==> src/rtl/inequality_range_gen_if.sv <==
// Handshake bundle for inequality_range_gen.
//   req_valid/req_ready/req_class : request channel (requester -> generator)
//   num_valid/num_ready/num       : value stream (generator -> consumer)
//   done/count                    : end-of-scan pulse and beat count of the last scan
// modport master: requester/consumer side; modport slave: the generator.
interface inequality_range_gen_if #(
    parameter int unsigned WIDTH = 4
) ();
    logic             req_valid;
    logic             req_ready;
    logic [2:0]       req_class;
    logic             num_valid;
    logic             num_ready;
    logic [WIDTH-1:0] num;
    logic             done;
    logic [WIDTH:0]   count;

    modport master (
        output req_valid, req_class, num_ready,
        input  req_ready, num_valid, num, done, count
    );

    modport slave (
        input  req_valid, req_class, num_ready,
        output req_ready, num_valid, num, done, count
    );
endinterface

==> src/rtl/inequality_range_gen.sv <==
// Enumerates, in ascending order, every WIDTH-bit value whose {GT, EQ, LT} class relative
// to THRESH is selected by the request mask, then pulses done with the beat count.
// Ports:
//   clk   : rising-edge clock
//   reset : synchronous active-high reset
//   bus   : slave side of inequality_range_gen_if (request, value stream, done/count)
module inequality_range_gen #(
    parameter int unsigned WIDTH  = 4,
    parameter int unsigned THRESH = 8
) (
    input logic                  clk,
    input logic                  reset,
    inequality_range_gen_if.slave bus
);
    localparam logic [WIDTH-1:0] THRESH_W   = WIDTH'(THRESH);
    localparam logic [WIDTH-1:0] CURSOR_MAX = {WIDTH{1'b1}};

    typedef enum logic [1:0] {StIdle, StScan, StDone} state_e;

    state_e           state_q, state_d;
    logic [WIDTH-1:0] cursor_q, cursor_d;
    logic [2:0]       class_q, class_d;
    logic [WIDTH:0]   beats_q, beats_d;
    logic [WIDTH:0]   count_q, count_d;
    logic             match;
    logic             advance;

    // Registered-only decode: num_valid never depends on num_ready.
    assign match = (class_q[2] & (cursor_q > THRESH_W))  |
                   (class_q[1] & (cursor_q == THRESH_W)) |
                   (class_q[0] & (cursor_q < THRESH_W));

    always_ff @(posedge clk) begin
        if (reset) begin
            state_q  <= StIdle;
            cursor_q <= '0;
            class_q  <= '0;
            beats_q  <= '0;
            count_q  <= '0;
        end else begin
            state_q  <= state_d;
            cursor_q <= cursor_d;
            class_q  <= class_d;
            beats_q  <= beats_d;
            count_q  <= count_d;
        end
    end

    always_comb begin
        state_d       = state_q;
        cursor_d      = cursor_q;
        class_d       = class_q;
        beats_d       = beats_q;
        count_d       = count_q;
        advance       = 1'b0;
        bus.req_ready = 1'b0;
        bus.num_valid = 1'b0;
        bus.done      = 1'b0;

        unique case (state_q)
            StIdle: begin
                bus.req_ready = 1'b1;
                if (bus.req_valid) begin
                    class_d  = bus.req_class;
                    cursor_d = '0;
                    beats_d  = '0;
                    state_d  = StScan;
                end
            end
            StScan: begin
                bus.num_valid = match;
                // Non-matching values cost one cycle; matching ones wait for the handshake.
                advance = ~match | bus.num_ready;
                if (match && bus.num_ready) begin
                    beats_d = beats_q + 1'b1;
                end
                if (advance) begin
                    if (cursor_q == CURSOR_MAX) begin
                        state_d = StDone;
                        count_d = beats_d;
                    end else begin
                        cursor_d = cursor_q + 1'b1;
                    end
                end
            end
            StDone: begin
                bus.done = 1'b1;
                state_d  = StIdle;
            end
            default: begin
                state_d = StIdle;
            end
        endcase
    end

    assign bus.num   = cursor_q;
    assign bus.count = count_q;

endmodule

==> src/flat_wrapper.sv <==
// flat-port wrapper written by rule: the top's interface ports become plain ports
module inequality_range_gen_flat 
#(
    parameter int unsigned WIDTH  = 4,
    parameter int unsigned THRESH = 8
)
  (clk, reset, bus_req_valid, bus_req_class, bus_num_ready, bus_req_ready, bus_num_valid, bus_num, bus_done, bus_count);
  inequality_range_gen_if #(.WIDTH(WIDTH)) bus_i ();
  input logic clk;
  input logic reset;
  input wire logic [$bits(bus_i.req_valid)-1:0] bus_req_valid;
  input wire logic [$bits(bus_i.req_class)-1:0] bus_req_class;
  input wire logic [$bits(bus_i.num_ready)-1:0] bus_num_ready;
  output wire logic [$bits(bus_i.req_ready)-1:0] bus_req_ready;
  output wire logic [$bits(bus_i.num_valid)-1:0] bus_num_valid;
  output wire logic [$bits(bus_i.num)-1:0] bus_num;
  output wire logic [$bits(bus_i.done)-1:0] bus_done;
  output wire logic [$bits(bus_i.count)-1:0] bus_count;
  assign bus_i.req_valid = bus_req_valid;
  assign bus_i.req_class = bus_req_class;
  assign bus_i.num_ready = bus_num_ready;
  assign bus_req_ready = bus_i.req_ready;
  assign bus_num_valid = bus_i.num_valid;
  assign bus_num = bus_i.num;
  assign bus_done = bus_i.done;
  assign bus_count = bus_i.count;
  inequality_range_gen #(.WIDTH(WIDTH), .THRESH(THRESH)) u_core (.clk(clk), .reset(reset), .bus(bus_i));
endmodule
==> config.mk <==
export PLATFORM = sky130hd
export DESIGN_NAME = inequality_range_gen_flat
export DESIGN_NICKNAME = d
export VERILOG_FILES = /design/src/rtl/inequality_range_gen_if.sv /design/src/rtl/inequality_range_gen.sv /design/src/flat_wrapper.sv
export SDC_FILE = /design/constraint.sdc
export NUM_CORES = 1
export LEC_CHECK = 0
export BUFFER_PORTS_ARGS = -buffer_cell sky130_fd_sc_hd__buf_2
export CORE_UTILIZATION = 57
export CTS_CLUSTER_SIZE = 20
export DETAILED_ROUTE_END_ITERATION = 8
export PLACE_DENSITY_LB_ADDON = 0.25
export SYNTH_ARGS = -nofsm -noshare
export SYNTH_HDL_FRONTEND = slang
export SYNTH_SLANG_ARGS = --single-unit
export TNS_END_PERCENT = 10
==> constraint.sdc <==
create_clock -name clk -period 3.6 [get_ports clk]
set_input_delay 0.9 -clock clk [delete_from_list [all_inputs] [get_ports clk]]
set_output_delay 0.9 -clock clk [all_outputs]
set_load 0.02 [all_outputs]
==> Word-level counts from Yosys, hierarchy flattened <==
Index checks and enable logic that the tools add are counted.
{ "classes": {"n_div": 0, "n_eq_ne": 8, "n_bitwise": 7, "magnitude_cmp": 2, "shifts": 0, "mux": 14, "reduce_logical": 8, "n_addsub": 2, "mul": 0} }
{ "ops": {"columns": ["op", "count"], "rows": [
  ["two-way mux 4 bit", 3],
  ["two-way mux 5 bit", 2],
  ["one-hot mux 5 bit (2 select lines)", 1],
  ["== test 4 bit (second input constant)", 2],
  ["one-hot mux 4 bit (2 select lines)", 1],
  ["two-way mux 2 bit", 3],
  ["AND reduction 3 bit", 2],
  ["adder 5 x 1 -> 5 bit (second input constant)", 1],
  ["adder 4 x 1 -> 4 bit (second input constant)", 1],
  ["> comparator 4 bit (second input constant)", 1],
  ["< comparator 4 bit (second input constant)", 1],
  ["!= test 2 x 1 -> 1 bit (second input constant)", 2],
  ["!= test 2 bit (second input constant)", 2],
  ["one-hot mux 2 bit (2 select lines)", 1],
  ["AND reduction 2 bit", 2],
  ["AND reduction 4 bit", 1],
  ["bitwise AND 1 bit", 3],
  ["two-way mux 1 bit", 3],
  ["bitwise OR 1 bit", 3],
  ["== test 2 x 1 -> 1 bit (second input constant)", 1],
  ["== test 2 bit (second input constant)", 1],
  ["logical NOT 2 bit", 1],
  ["nonzero test 2 bit", 1],
  ["logical AND 1 bit", 1],
  ["inverter 1 bit", 1]
]} }
{ "word_totals": {"output_inout_bits": 12, "mem_count": 0, "ff_bits": 19, "mem_bits_rw": 0, "latch_bits": 0, "in_bits": 7, "word_cells": 46, "mem_bits_ro": 0} }

==> Longest topological paths before layout <==
Gate-level depths: netlist (run 1).
{ "depth": {"word_depth": 8, "depth_mapped": 8, "mapped_depth_nobuf": 7} }

==> Worst setup path after synthesis (run 1) <==
Ideal clock, no wire load.
{ "synth_path": {"kind": "reg2out", "startpoint": "register u_core.cursor_q[0], in the netlist u_core.bus.num[0]", "endpoint": "output bus_num_valid", "path_stages_with_launch": 6, "arrival_time_ps": 1676, "path_slack_ps": 1024, "required_ps": 2700, "n_path_buf": 0, "cell_sequence": "dfxtp_1 > inv_1 > ha_1 > and4bb_4 > a21o_4 > nor3_1"} }
{ "synth_via": {"elab_chain_len": 5, "word_cells_on_any_way": 9, "cone_classes": "2 x order compare; 1 x eq/ne; 1 x mux; 5 x bitwise"} }
{ "synth_lines": {"columns": ["element", "line", "rtl"], "rows": [
  ["start: declaration", "inequality_range_gen.sv:21", "logic [WIDTH-1:0] cursor_q, cursor_d;"],
  ["start signal: assignment", "inequality_range_gen.sv:42", "cursor_q <= cursor_d;"],
  ["> comparator 4 bit / == test 4 bit (equally long branches)", "inequality_range_gen.sv:29, inequality_range_gen.sv:30", null],
  ["bitwise AND 1 bit (on tied branches)", "inequality_range_gen.sv:29, inequality_range_gen.sv:30", null],
  ["bitwise OR 1 bit", "inequality_range_gen.sv:29", "assign match = (class_q[2] & (cursor_q > THRESH_W)) |"],
  ["bitwise OR 1 bit (*)", "inequality_range_gen.sv:30", "(class_q[1] & (cursor_q == THRESH_W)) |"],
  ["two-way mux 1 bit (*)", "inequality_range_gen.sv:60", "unique case (state_q)"],
  ["end: declaration", "flat_wrapper.sv:15", "output wire logic [$bits(bus_i.num_valid)-1:0] bus_num_valid;"]
]} }
Every way passes the cells marked *; elsewhere a longest branch is shown, timed or not.

==> Worst setup path after layout (run 1) <==
Ends and elaborated chain as after synthesis.

==> reports/results.txt, run 1 <==
status = finished, final reports clean
syn_area_per_cell = 9.58 um2
clk slew on worst S/H paths = 110 ps
Crit Path Max Fanout = 6
R2R Path Start = u_core.bus.num[0]$_SDFFE_PP0P_
remaining antenna violation count = 0
largest area contributor in the netlist = dfxtp_1
unrepaired setup endpoints after global routing = no
fin crit period = 2700 ps
TNS Setup = 0 ps
Worst setup startpoint = u_core.bus.num[0]$_SDFFE_PP0P_
Cell Area, Synth = 0.00102 mm2
CTS tree = done
skew final = 1.83 ps
largest net degree at the start of global routing = 22
Worst-Margin Slew = 524 ps
final hold viol count = 0
vias per cell = 5.99
wirelength, routed = 1960 um
standard-cell rows = 14
via count = 833
vias in the first global route = 734
Die Footprint = 0.00196 mm2
Pleak = 0.451 nW
CTS Buffer Depth = 2
synth warn = 0
post-place setup slack = 1250 ps
sequential area share after synthesis = 0.374
r2r setup slk = 1520 ps
Finish-stage setup viols = 0
fin worst setup slack = 904 ps
first-pass GRT wire length = 3200 um
max-slew violations = 0
Die W = 44.2 um
VDD IR max = 0.245 mV
CTS Hold Bufs = 0
Slew Limit Headroom = 0.649
routability-driven placement congestion ratio = 0.833
Worst Setup End Kind = primary output
Hold WC Path Type = flop to flop
ys flop type = dfxtp_1
CTS Buf Count = 3
layout cell share with drive strength beyond 1 = 0.285
hpwl dp = 1440 um
top post-synthesis cells by area = dfxtp_1 37%, a211oi_2 6.2%, nor2_1 5.5%, mux2i_1 3.9%, ha_1 3.7%
syn_nets = 116
n_diodes = 0
Synth-to-Final Area Change = 11.5%
initial antenna violation count = 0
Cells after Synth = 106
commonest non-fill, non-tap cells in the layout = 19 x dfxtp_1, 18 x buf_2, 15 x nor2_1
Core Region = 0.00158 mm2
grt total ovfl = 0
Critical Path End = bus_num_valid
wire length per cell = 14.1 um
design area = 0.00113 mm2
Worst Path Arrival = 1800 ps
DRT Pass-1 Iters = 6
post-CTS sizing = 0
P per Cell Area = 326 mW/mm2
Chip Height = 44.2 um
WP data required = 2700 ps
Reg2Reg Depth = 7
fmax = 371 MHz
fillers = 142
count of state elements after synthesis = 19
Max-cap violations = 0
Boundary Pins = 19
initial DRC count = 15
number of synthesized flops with an enable pin = 0
Cell Area, Placed = 0.00111 mm2
# clock sinks = 19
post-synth top area share = 0.374
setup bufs post-CTS = 0
GRT Total Usage = 0.220
CP startpoint kind = flop
Final Cycle Share = 0.749
Worst Setup Path Type = flop to primary output
Yosys cell types = 42
port bufs = 18
Async S/R FF share, synth = 0
Pwr Total = 0.000370 W
Clk Tree Root Cell = clkbuf_4
Post-layout nets = 134
# DRC = 0
Starting Density = 0.644
clk_lat worst skew = 290 ps
H-tree Lvls = 1
most common cell after layout, fill and taps aside = dfxtp_1
R2R Path End = u_core.bus.num[1]$_SDFFE_PP0P_
power breakdown:
| group | switching [W] | internal, W |
|---|---|---|
| Clock | 0.0000649 | 0.0000431 |
| Combinational | 0.0000271 | 0.0000162 |
| Sequential | 0.00000416 | 0.000214 |
how the worst min path moves through the flow:
stage,startpoint,to,cells past startpoint
floorplan,u_core.class_q[1]$_SDFFE_PP0P_,u_core.class_q[1]$_SDFFE_PP0P_,2
global placement,u_core.class_q[2]$_SDFFE_PP0P_,u_core.class_q[2]$_SDFFE_PP0P_,2
detailed placement,u_core.class_q[2]$_SDFFE_PP0P_,u_core.class_q[2]$_SDFFE_PP0P_,2
CTS,u_core.bus.count[4]$_SDFFE_PP0P_,u_core.bus.count[4]$_SDFFE_PP0P_,2
global route,u_core.bus.count[4]$_SDFFE_PP0P_,u_core.bus.count[4]$_SDFFE_PP0P_,2
finish,u_core.bus.count[4]$_SDFFE_PP0P_,u_core.bus.count[4]$_SDFFE_PP0P_,2
sequential cells by signal, summed over array words and instances, names as in the netlist:
register / flops
u_core.beats_q: 5
u_core.bus.count: 5
u_core.bus.num: 4
u_core.class_q: 3
u_core.state_q: 2
metal layers:
layer / global-route usage / part of all wire / up-vias
met4: 0.0545 / 0.0051 / 0
met5: 0 / 0 / -
met1: 0.278 / 0.49 / 392
met3: 0.0490 / 0.042 / 2
met2: 0.379 / 0.46 / 22
li1: - / - / 417
cell usage after synthesis, types with 2 or more instances:
cell type  count
or4_1          2
and2_1         2
clkbuf_1       4
nand2_1        6
a211oi_2       5
mux2i_1        4
ha_1           3
nor2b_1        3
o21ai_0        3
inv_1          2
xnor2_1        3
dfxtp_1       19
nor3_1         2
nand3b_1       2
a21oi_1        5
nor2_1        15
kinds of logic after synthesis:
logic type      count (synthesis)  synth area share
mux                             5            0.0505
flops                          19             0.374
simple gates                   43             0.240
buf+inv                         7            0.0271
fa+ha+maj                       3            0.0369
compound gates                 25             0.236
xor+xnor                        4            0.0345
area by class of cell:
| class | count | area (um2) | area share |
|---|---|---|---|
| multi-input cells | 80 | 608 | 0.537 |
| well taps | 16 | 20.0 | 0.0177 |
| flip-flops and latches | 19 | 380 | 0.336 |
| clock buffers | 4 | 26.3 | 0.0232 |
| inverters | 2 | 7.51 | 0.00663 |
| repair buffers | 18 | 90.1 | 0.0796 |
through the flow:
step                 util  hold slack, ps  cells
floorplan               -             453    106
global placement    0.702             485    135
detailed placement  0.702             493    135
CTS                 0.718             510    139
global route        0.718             535    139
finish              0.718             509    139
critical path: stages (launching register included):
cell and delay [ps]:
dfxtp_1 420, inv_1 70, ha_1 210, and4bb_4 210, a21o_4 220, nor3_1 180, buf_2 190
No activity file was read; power rests on OpenSTA's default activity.
==> run 2, diff against run 1 <==
Settings changed: ABC_AREA from default to 1, CORE_UTILIZATION 57 to 49.
Clock period 3.6 ns to 2.4 ns, I/O delays scaled along.
==> run 2 against run 1 <==
Compared with the run above:
- power grew 110%
- hold slack better by 5.2 ps
- combinational power increased to 5.5 times the previous value
- clock skew increased by 8.1 ps
- die area increased by 24%
- register-to-register slack worse by 740 ps
- via count is 27% higher
- final cell count is 53% higher
- critical path type unchanged
- critical endpoint unchanged
- highest routed layer unchanged
==> reports/results.txt, run 2 <==
Yosys cell types = 22 (was 42)
Synth-to-Final Area Change = 9.13% (was 11.5%)
ys flop type = dfxtp_1 (unchanged)
status = finished, final reports clean (unchanged)
WP data required = 1800 ps (was 2700 ps)
syn_nets = 179 (was 116)
Worst Path Arrival = 1530 ps (was 1800 ps)
vias in the first global route = 896 (was 734)
top post-synthesis cells by area = dfxtp_1 35%, nand2_1 16%, nor2_1 9.9%, nand3_1 7.8%, inv_1 6.8% (was dfxtp_1 37%, a211oi_2 6.2%, nor2_1 5.5%, mux2i_1 3.9%, ha_1 3.7%)
largest area contributor in the netlist = dfxtp_1 (unchanged)
TNS Setup = 0 ps (unchanged)
H-tree Lvls = 1 (unchanged)
Worst-Margin Slew = 412 ps (was 524 ps)
initial antenna violation count = 0 (unchanged)
synth warn = 0 (unchanged)
Worst Setup Path Type = flop to primary output (unchanged)
CP startpoint kind = flop (unchanged)
Crit Path Max Fanout = 5 (was 6)
via count = 1057 (was 833)
Chip Height = 49.3 um (was 44.2 um)
footprint of the multi-input gates = 583 um2 (was 608 um2)
initial DRC count = 15 (unchanged)
wirelength, routed = 2260 um (was 1960 um)
CTS tree = done (unchanged)
Finish-stage setup viols = 0 (unchanged)
post-CTS sizing = 0 (unchanged)
Register Area = 380 um2 (unchanged)
Cells after Synth = 169 (was 106)
commonest non-fill, non-tap cells in the layout = 48 x nand2_1, 29 x nor2_1, 20 x inv_1 (was 19 x dfxtp_1, 18 x buf_2, 15 x nor2_1)
clk slew on worst S/H paths = 110 ps (about the same)
skew final = 9.90 ps (was 1.83 ps)
Core Region = 0.00202 mm2 (was 0.00158 mm2)
fin crit period = 2130 ps
Post-layout nets = 196 (was 134)
max-slew violations = 0 (unchanged)
routability-driven placement congestion ratio = 0.865 (was 0.833)
largest net degree at the start of global routing = 13 (was 22)
clk_lat worst skew = 300 ps (was 290 ps)
r2r setup slk = 780 ps (was 1520 ps)
setup bufs post-CTS = 0 (unchanged)
Worst path max stage delay = 410 ps (was 420 ps)
# clock sinks = 19 (unchanged)
CP max stage cell = dfxtp_1 (unchanged)
cell with the most instances after synthesis = nand2_1 (was dfxtp_1)
post-synth top area share = 0.347 (was 0.374)
fin worst setup slack = 270 ps (was 904 ps)
n_diodes = 0 (unchanged)
fmax = 469 MHz
Clk Tree Root Cell = clkbuf_4 (unchanged)
final hold viol count = 0 (unchanged)
CTS Hold Bufs = 0 (unchanged)
Starting Density = 0.542 (was 0.644)
vias per cell = 4.99 (was 5.99)
Die Footprint = 0.00243 mm2 (was 0.00196 mm2)
standard-cell rows = 16 (was 14)
Pwr Total = 0.000772 W (was 0.000370 W)
port bufs = 18 (unchanged)
Cell Area, Placed = 0.00117 mm2 (was 0.00111 mm2)
grt total ovfl = 0 (unchanged)
Boundary Pins = 19 (unchanged)
syn_area_per_cell = 6.49 um2 (was 9.58 um2)
CTS Buffer Depth = 2 (unchanged)
Slew Limit Headroom = 0.724 (was 0.649)
hpwl dp = 1600 um (was 1440 um)
sequential area share after synthesis = 0.347 (was 0.374)
most instantiated cells after synthesis = 48 x nand2_1, 29 x nor2_1, 20 x inv_1 (was 19 x dfxtp_1, 15 x nor2_1, 6 x nand2_1)
Final Cycle Share = 0.887
Hold WC Path Type = flop to flop (unchanged)
VDD IR max = 0.465 mV (was 0.245 mV)
P per Cell Area = 645 mW/mm2 (was 326 mW/mm2)
Async S/R FF share, synth = 0 (unchanged)
Max-cap violations = 0 (unchanged)
unrepaired setup endpoints after global routing = no (unchanged)
design area = 0.00120 mm2 (was 0.00113 mm2)
layout cell share with drive strength beyond 1 = 0.162 (was 0.285)
# DRC = 0 (unchanged)
Pleak = 0.633 nW (was 0.451 nW)
CP Cell Sequence = inv_1, ha_1, nand3_1, nand2_2, a31oi_1, buf_2 (was inv_1, ha_1, and4bb_4, a21o_4, nor3_1, buf_2)
most common cell after layout, fill and taps aside = nand2_1 (was dfxtp_1)
DRT Pass-1 Iters = 4 (was 6)
number of synthesized flops with an enable pin = 0 (unchanged)
Cell Area, Synth = 0.00110 mm2 (was 0.00102 mm2)
post-place setup slack = 599 ps (was 1250 ps)
remaining antenna violation count = 0 (unchanged)
CTS Buf Count = 3 (unchanged)
count of state elements after synthesis = 19 (unchanged)
worst-case hold slack = 514 ps (was 509 ps)
GRT Total Usage = 0.203 (was 0.220)
wire length per cell = 10.7 um (was 14.1 um)
Die W = 49.3 um (was 44.2 um)
first-pass GRT wire length = 3840 um (was 3200 um)
fillers = 201 (was 142)
Worst Setup End Kind = primary output (unchanged)
-- run 2: logic make-up after synthesis --
logic type | Yosys count | synth area share
DFF | 19 | 0.347
xor gates and xnor gates | 1 | 0.00799
adders and majority gates | 3 | 0.0343
buffers and inverters | 28 | 0.121
and+or+nand+nor | 105 | 0.428
AOI/OAI and AO/OA | 13 | 0.0616
-- run 2: cell type report --
cell class,count,share of cell area
multi-input cells,122,0.487
inverters,22,0.0690
clock buffers,4,0.0220
well taps,27,0.0282
flip-flops and latches,19,0.318
repair buffers,18,0.0753
-- run 2: report_power, final --
part           total (W)  switching (W)  leakage (nW)  internal [W]
clock           0.000159      0.0000945        0.0150     0.0000647
combinational   0.000237       0.000158         0.463     0.0000788
sequential      0.000376      0.0000301         0.156      0.000346
total           0.000772       0.000283         0.633      0.000489
-- run 2: critical path, delay by kind of cell (launching register included) --
kind | cells | cell delay (ps)
DFF | 1 | 410
buffers and inverters | 2 | 260
adders and majority gates | 1 | 250
and+or+nand+nor | 2 | 190
AOI/OAI and AO/OA | 1 | 130
-- run 2: worst paths after layout --
path,start,end,cells past startpoint
hold / removal,u_core.beats_q[4]$_SDFFE_PP0P_,u_core.beats_q[4]$_SDFFE_PP0P_,2
hold reg to reg,u_core.beats_q[4]$_SDFFE_PP0P_,u_core.beats_q[4]$_SDFFE_PP0P_,2
setup reg to reg,u_core.bus.num[0]$_SDFFE_PP0P_,u_core.bus.count[1]$_SDFFE_PP0P_,9
setup / recovery,u_core.bus.num[0]$_SDFFE_PP0P_,bus_num_valid,6
-- run 2: stage by stage --
step | util | instances
after global placement | 0.579 | 208
after floorplan | - | 169
final | 0.592 | 212
after CTS | 0.592 | 212
after detailed placement | 0.579 | 208
after global routing | 0.592 | 212
-- run 2: metal layers --
| metal | track usage | part of all wire | vias up |
|---|---|---|---|
| met4 | 0.0588 | 0.015 | 0 |
| met5 | 0 | 0 | - |
| li1 | - | - | 559 |
| met2 | 0.333 | 0.44 | 33 |
| met1 | 0.267 | 0.48 | 461 |
| met3 | 0.0374 | 0.066 | 4 |
